**src/rtl/ttt_game_ctrl.sv**
```systemverilog
// ttt_game_ctrl: turn sequencer for a 9-cell tic-tac-toe board array.
//
// Takes move requests from players A and B and enforces turn order and legality.
// Each legal move runs the board through read, check, write and checkwin steps.
// The controller then reports win, draw and game-over status. It is the only
// master of the board's op, index and data lines.
//
// Ports:
//   clk_i, rst_ni                     clock (rising edge), async active-low reset
//   start_i                           pulse: clear board, start a new game (any state)
//   move_valid_i/player_i/pos_i       move request, held until ack/nack
//   move_ack_o, move_nack_o           one-cycle result pulses
//   tbl_clr_o, tbl_op_o, tbl_index_o  board control (op: 00 idle, 01 chk, 10 wr, 11 rd)
//   tbl_wdata_o, tbl_data_oe_o        write code (A=11, B=10) and its enable
//   tbl_rdata_i                       read code from board, 00 = empty
//   tbl_game_end_i, tbl_winner_i      checkwin result (winner 1 = A)
//   cur_player_o, busy_o, game_over_o status
//   result_o                          00 none, 01 A, 10 B, 11 draw
//   move_count_o, timeout_o           committed moves, forfeit flag
//
// Optional feature: define TURN_TIMEOUT_EN to forfeit a player who idles in TURN
// for TIMEOUT_CYCLES cycles. Without it timeout_o is constant 0.
// All outputs are registered and are decoded from the next state.

module ttt_game_ctrl #(
    parameter int unsigned TIMEOUT_CYCLES = 1000,
    parameter int unsigned CNT_W          = 10
) (
    input  logic       clk_i,
    input  logic       rst_ni,
    input  logic       start_i,
    input  logic       move_valid_i,
    input  logic       move_player_i,
    input  logic [3:0] move_pos_i,
    output logic       move_ack_o,
    output logic       move_nack_o,
    output logic       tbl_clr_o,
    output logic [1:0] tbl_op_o,
    output logic [3:0] tbl_index_o,
    output logic [1:0] tbl_wdata_o,
    output logic       tbl_data_oe_o,
    input  logic [1:0] tbl_rdata_i,
    input  logic       tbl_game_end_i,
    input  logic       tbl_winner_i,
    output logic       cur_player_o,
    output logic       busy_o,
    output logic       game_over_o,
    output logic [1:0] result_o,
    output logic [3:0] move_count_o,
    output logic       timeout_o
);

    typedef enum logic [3:0] {
        StIdle, StClear, StTurn, StRd, StChk, StWr, StCw, StEval, StRelease, StDone
    } state_e;

    localparam logic [1:0] OpIdle = 2'b00;
    localparam logic [1:0] OpChk  = 2'b01;
    localparam logic [1:0] OpWr   = 2'b10;
    localparam logic [1:0] OpRd   = 2'b11;

    state_e     state_q, state_d;
    logic [3:0] pos_q, pos_d;
    logic [1:0] rcode_q, rcode_d;
    logic       gend_q, gend_d;
    logic       gwin_q, gwin_d;
    // In IDLE/DONE: the current request was already nacked, wait for it to drop.
    logic       hold_q, hold_d;

    logic       ack_q, ack_d;
    logic       nack_q, nack_d;
    logic       clr_q, clr_d;
    logic [1:0] op_q, op_d;
    logic [3:0] index_q, index_d;
    logic [1:0] wdata_q, wdata_d;
    logic       oe_q, oe_d;
    logic       cur_q, cur_d;
    logic       busy_q, busy_d;
    logic       over_q, over_d;
    logic [1:0] result_q, result_d;
    logic [3:0] count_q, count_d;
    logic       timeout_q, timeout_d;
    logic       expire;

`ifdef TURN_TIMEOUT_EN
    logic [CNT_W-1:0] tcnt_q, tcnt_d;

    assign expire = (tcnt_q == CNT_W'(TIMEOUT_CYCLES - 1));

    // Counts consecutive cycles spent in TURN; clears on any exit.
    always_comb begin
        tcnt_d = '0;
        if (state_q == StTurn && state_d == StTurn) begin
            tcnt_d = tcnt_q + 1'b1;
        end
    end

    always_ff @(posedge clk_i or negedge rst_ni) begin
        if (!rst_ni) begin
            tcnt_q <= '0;
        end else begin
            tcnt_q <= tcnt_d;
        end
    end
`else
    logic unused_cfg;
    assign unused_cfg = ^{TIMEOUT_CYCLES, CNT_W};
    assign expire     = 1'b0;
`endif

    always_comb begin
        state_d   = state_q;
        pos_d     = pos_q;
        rcode_d   = rcode_q;
        gend_d    = gend_q;
        gwin_d    = gwin_q;
        hold_d    = hold_q;
        ack_d     = 1'b0;
        nack_d    = 1'b0;
        cur_d     = cur_q;
        result_d  = result_q;
        count_d   = count_q;
        timeout_d = timeout_q;

        if (start_i) begin
            state_d   = StClear;
            cur_d     = 1'b0;
            result_d  = 2'b00;
            count_d   = 4'd0;
            timeout_d = 1'b0;
            hold_d    = 1'b0;
        end else begin
            unique case (state_q)
                StIdle, StDone: begin
                    if (!hold_q && move_valid_i) begin
                        nack_d = 1'b1;
                        hold_d = 1'b1;
                    end else if (hold_q && !move_valid_i) begin
                        hold_d = 1'b0;
                    end
                end
                StClear: state_d = StTurn;
                StTurn: begin
                    if (move_valid_i) begin
                        pos_d = move_pos_i;
                        if (move_player_i != cur_q || move_pos_i > 4'd8) begin
                            nack_d  = 1'b1;
                            state_d = StRelease;
                        end else begin
                            state_d = StRd;
                        end
                    end else if (expire) begin
                        // The idle player forfeits; the other one wins.
                        result_d  = cur_q ? 2'b01 : 2'b10;
                        timeout_d = 1'b1;
                        hold_d    = 1'b1;
                        state_d   = StDone;
                    end
                end
                StRd: begin
                    rcode_d = tbl_rdata_i;
                    state_d = StChk;
                end
                StChk: begin
                    if (rcode_q != 2'b00) begin
                        nack_d  = 1'b1;
                        state_d = StRelease;
                    end else begin
                        state_d = StWr;
                    end
                end
                StWr: state_d = StCw;
                StCw: begin
                    gend_d  = tbl_game_end_i;
                    gwin_d  = tbl_winner_i;
                    state_d = StEval;
                end
                StEval: begin
                    count_d = count_q + 4'd1;
                    ack_d   = 1'b1;
                    if (gend_q) begin
                        result_d = gwin_q ? 2'b01 : 2'b10;
                        hold_d   = 1'b1;
                        state_d  = StDone;
                    end else if (count_d == 4'd9) begin
                        result_d = 2'b11;
                        hold_d   = 1'b1;
                        state_d  = StDone;
                    end else begin
                        cur_d   = ~cur_q;
                        state_d = StRelease;
                    end
                end
                StRelease: begin
                    if (!move_valid_i) begin
                        state_d = StTurn;
                    end
                end
                default: state_d = StIdle;
            endcase
        end
    end

    // Board-facing and status outputs follow the state being entered.
    always_comb begin
        op_d    = OpIdle;
        index_d = 4'd0;
        wdata_d = 2'b00;
        oe_d    = 1'b0;
        unique case (state_d)
            StRd: begin
                op_d    = OpRd;
                index_d = pos_d;
            end
            StWr: begin
                op_d    = OpWr;
                index_d = pos_d;
                wdata_d = {1'b1, ~cur_q};
                oe_d    = 1'b1;
            end
            StCw:    op_d = OpChk;
            default: op_d = OpIdle;
        endcase
        clr_d  = (state_d == StClear);
        over_d = (state_d == StDone);
        busy_d = (state_d == StRd) || (state_d == StChk) || (state_d == StWr) ||
                 (state_d == StCw) || (state_d == StEval);
    end

    always_ff @(posedge clk_i or negedge rst_ni) begin
        if (!rst_ni) begin
            state_q   <= StIdle;
            pos_q     <= 4'd0;
            rcode_q   <= 2'b00;
            gend_q    <= 1'b0;
            gwin_q    <= 1'b0;
            hold_q    <= 1'b0;
            ack_q     <= 1'b0;
            nack_q    <= 1'b0;
            clr_q     <= 1'b0;
            op_q      <= OpIdle;
            index_q   <= 4'd0;
            wdata_q   <= 2'b00;
            oe_q      <= 1'b0;
            cur_q     <= 1'b0;
            busy_q    <= 1'b0;
            over_q    <= 1'b0;
            result_q  <= 2'b00;
            count_q   <= 4'd0;
            timeout_q <= 1'b0;
        end else begin
            state_q   <= state_d;
            pos_q     <= pos_d;
            rcode_q   <= rcode_d;
            gend_q    <= gend_d;
            gwin_q    <= gwin_d;
            hold_q    <= hold_d;
            ack_q     <= ack_d;
            nack_q    <= nack_d;
            clr_q     <= clr_d;
            op_q      <= op_d;
            index_q   <= index_d;
            wdata_q   <= wdata_d;
            oe_q      <= oe_d;
            cur_q     <= cur_d;
            busy_q    <= busy_d;
            over_q    <= over_d;
            result_q  <= result_d;
            count_q   <= count_d;
            timeout_q <= timeout_d;
        end
    end

    assign move_ack_o    = ack_q;
    assign move_nack_o   = nack_q;
    assign tbl_clr_o     = clr_q;
    assign tbl_op_o      = op_q;
    assign tbl_index_o   = index_q;
    assign tbl_wdata_o   = wdata_q;
    assign tbl_data_oe_o = oe_q;
    assign cur_player_o  = cur_q;
    assign busy_o        = busy_q;
    assign game_over_o   = over_q;
    assign result_o      = result_q;
    assign move_count_o  = count_q;
    assign timeout_o     = timeout_q;

endmodule

```
**config.mk**
```make
export PLATFORM = sky130hd
export DESIGN_NAME = ttt_game_ctrl
export DESIGN_NICKNAME = d
export VERILOG_FILES = /design/src/rtl/ttt_game_ctrl.sv
export SDC_FILE = /design/constraint.sdc
export NUM_CORES = 1
export LEC_CHECK = 0
export CORE_MARGIN = 2
export CORE_UTILIZATION = 45
export CTS_CLUSTER_DIAMETER = 150
export DETAILED_ROUTE_END_ITERATION = 10
export PLACE_DENSITY = 0.75
export SYNTH_ARGS = -nofsm -noshare
export SYNTH_HDL_FRONTEND = slang
export SYNTH_SLANG_ARGS = --single-unit
```
**constraint.sdc**
```tcl
create_clock -name clk_i -period 2.01 [get_ports clk_i]
set_input_delay 0.603 -clock clk_i [delete_from_list [all_inputs] [get_ports clk_i]]
set_output_delay 0.603 -clock clk_i [all_outputs]
set_load 0.02 [all_outputs]
```
==> flow_metrics.env <==
export IMPL_worst_path_buf_inv=0
export IMPL_synth_avg_cell_area_um2=10.6
export IMPL_max_slew_worst_pin_slew_ns=0.551
export IMPL_dr_first_iter_drc_count=64
export IMPL_critical_path_depth=6
export IMPL_clock_skew_ns=0.00746
export IMPL_drive_above_1_share_pct=37.5
export IMPL_core_um2=3420
export IMPL_whs_path_depth=1
export IMPL_fp_dieArea_um2=4160
export IMPL_maxSlewViolCount=0
export IMPL_drc_errors=0
export IMPL_worstRegToRegCells=6
export IMPL_dpl_hpwl_um=2600
export IMPL_diodes=0
export IMPL_synthFlopType="dfrtp_1"
export IMPL_critical_path_class="reg2reg"
export IMPL_max_stage_delay_ns=0.51
export IMPL_ys_seq_area_share_pct=50.1
export IMPL_clkTransAtPathRegs_ns=0.09
export IMPL_leakage_nw=1.06
export IMPL_netlist_area_um2=1650
export IMPL_yosysMostFrequentCell="dfrtp_1"
export IMPL_overflow=0
export IMPL_die_x_um=64.5
export IMPL_yosys_top_cells_area="dfrtp_1 50%, mux2_2 5.5%, nor2_1 4.3%"
export IMPL_die_h_um=64.5
export IMPL_rows=21
export IMPL_p_per_area_nw_per_um2=738
export IMPL_crit_chain="or4b_4 > a31oi_4 > nor3_4 > nand2b_4 > nor2_4 > mux2_4"
export IMPL_routedWlPerCell_um=14.5
export IMPL_outcome="complete, no violations"
export IMPL_hold_ws_ns=0.503
export IMPL_ctsHoldBuffers=0
export IMPL_vias=1374
export IMPL_syn_num_nets=171
export IMPL_totalWireLength_um=3790
export IMPL_synth_common_cells="33 x dfrtp_1, 19 x nor2_1, 8 x mux2_2, 8 x nand2_1"
export IMPL_antenna_found_initial=0
export IMPL_vias_per_cell=5.24
export IMPL_path_delay_family="simple AND/OR/NAND/NOR gates"
export IMPL_clockRootBuffer="clkbuf_4"
export IMPL_maxSlewHeadroom_pct=63.1
export IMPL_htree_levels=2
export IMPL_cp_start_kind="flip-flop"
export IMPL_finalNetCount=231
export IMPL_area_growth_syn_to_layout_pct=45.4
export IMPL_fin_crit_ns=1.99
export IMPL_ys_warn_count=0
export IMPL_crit_arrival_ns=2.22
export IMPL_postRouteAntennaNets=0
export IMPL_synthArstFlopShare_pct=100
export IMPL_cts_tree="yes"
export IMPL_finalHoldViolCount=0
export IMPL_placedCellCount=246
export IMPL_start_util_pct=48.3
export IMPL_grt_max_degree=34
export IMPL_crit_required_ns=2.24
export IMPL_first_pass_iters=4
export IMPL_cts_max_path_buffers=2
export IMPL_peakVddDrop_uv=564
export IMPL_ios=35
export IMPL_stdcell_count=262
export IMPL_drv_cap=0
export IMPL_synth_enable_flop_cells=0
export IMPL_gp_congestion=0.896
export IMPL_worst_setup_path_end_kind="flip-flop"
export IMPL_clk_latency_ns=0.34
export IMPL_yosysTopAreaCell="dfrtp_1"
export IMPL_max_freq_mhz=503
export IMPL_ys_types=50
export IMPL_ys_ff_latch=33
export IMPL_syn_inst=155
export IMPL_cts_buffers=5
export IMPL_grt_usage_pct=19.7
export IMPL_cts_sinks=33
export IMPL_portBuffers=33
export IMPL_n_fill_cell=254
export IMPL_setup_viol=0
export IMPL_cp_slowest_cell="or4b_4"
export IMPL_grt_pass1_wl_um=6260
export IMPL_crit_path_max_fanout=6
export IMPL_hold_path_class="reg2reg"
export IMPL_min_period_over_period_pct=98.9
export IMPL_grt_pass1_vias=1401
export IMPL_rsz0062_at_grt="yes"
export IMPL_synth_top_area_share_pct=50.1
## final timing paths
kind / from / end / slack [ns]
max in group asynchronous: rst_ni / state_q[0]$_DFF_PN0_ / 1.03
max: state_q[1]$_DFF_PN0_ / gend_q$_DFFE_PN0P_ / 0.02
min in group asynchronous: rst_ni / busy_o$_DFF_PN0_ / 0.65
max reg2reg: state_q[1]$_DFF_PN0_ / gend_q$_DFFE_PN0P_ / 0.02
min: pos_q[3]$_DFF_PN0_ / pos_q[3]$_DFF_PN0_ / 0.50
min reg2reg: pos_q[3]$_DFF_PN0_ / pos_q[3]$_DFF_PN0_ / 0.50
## registers in the layout (all words and copies together) (netlist names)
name and cells:
move_count_o 4, pos_q 4, state_q 4, tbl_index_o 4
rcode_q 2, result_o 2, tbl_op_o 2, busy_o 1
cur_player_o 1, game_over_o 1, gend_q 1, gwin_q 1
hold_q 1, move_ack_o 1, move_nack_o 1, tbl_clr_o 1
tbl_data_oe_o 1, tbl_wdata_o 1
## power breakdown
part	total [W]	switching [W]	internal [W]
Sequential	0.000842	0.0000656	0.000776
Clock	0.000347	0.000208	0.000139
Combinational	0.000580	0.000271	0.000309
Total	0.00177	0.000545	0.00122
## timing repair
item,CTS,global route
buffers inserted,2,6
resized for setup,29,25
endpoints found under the setup margin,16,7
pin swaps,7,16
## cells by family (layout without fill, tap and decap cells)
group | count (synthesis) | after routing | synth area share, %
and+or+nand+nor | 65 | 65 | 22.2
DFF | 33 | 33 | 50.1
AOI/OAI and AO/OA | 24 | 24 | 11.6
buffers and inverters | 15 | 76 | 4.93
muxes | 8 | 8 | 5.46
xor gates and xnor gates | 6 | 6 | 3.19
adders and majority gates | 3 | 3 | 2.28
other | 1 | 1 | 0.227
## metrics by stage
stage	utilization [%]	worst slack [ns]	setup TNS, ns	total power, W	area [µm²]
after floorplan	-	-0.0910	-0.182	0.00115	1660
after global placement	62.9	-0.604	-7.57	0.00133	2150
after detailed placement	62.9	-0.643	-7.88	0.00135	2150
after CTS	66.6	0.00607	0	0.00173	2270
after global routing	70.2	-0.0381	-0.220	0.00187	2400
final	70.2	0.0215	0	0.00177	2400
## final cells by class
cell class,instances,area [µm²],area share (%)
multi-input combinational,107,896,37.4
sequential,33,833,34.8
timing repair buffer,62,539,22.5
tap,46,57.6,2.40
clock buffer,8,48.8,2.04
inverter,6,22.5,0.939
## per-layer routing
| metal | up-vias | share of wire (%) | track usage (%) |
|---|---|---|---|
| met4 | 0 | 2.0 | 10.4 |
| met5 | - | 0 | 0 |
| met2 | 31 | 53 | 33.6 |
| met3 | 8 | 3.9 | 4.17 |
| met1 | 684 | 41 | 23.3 |
| li1 | 651 | - | - |
## layout by cell type, fill, tap and decap left out, types with 5 or more instances in the layout
master           Yosys  layout
nand2_1              8       6
clkbuf_4             0       5
buf_4                2      26
nor2_1              19      16
dfrtp_1             33      27
clkdlybuf4s50_1      0      22
dfrtp_2              0       6
mux2_2               8       6
dlygate4sd2_1        0       9
inv_1                5       5
Note: power is estimated with default switching activity, not from simulation.
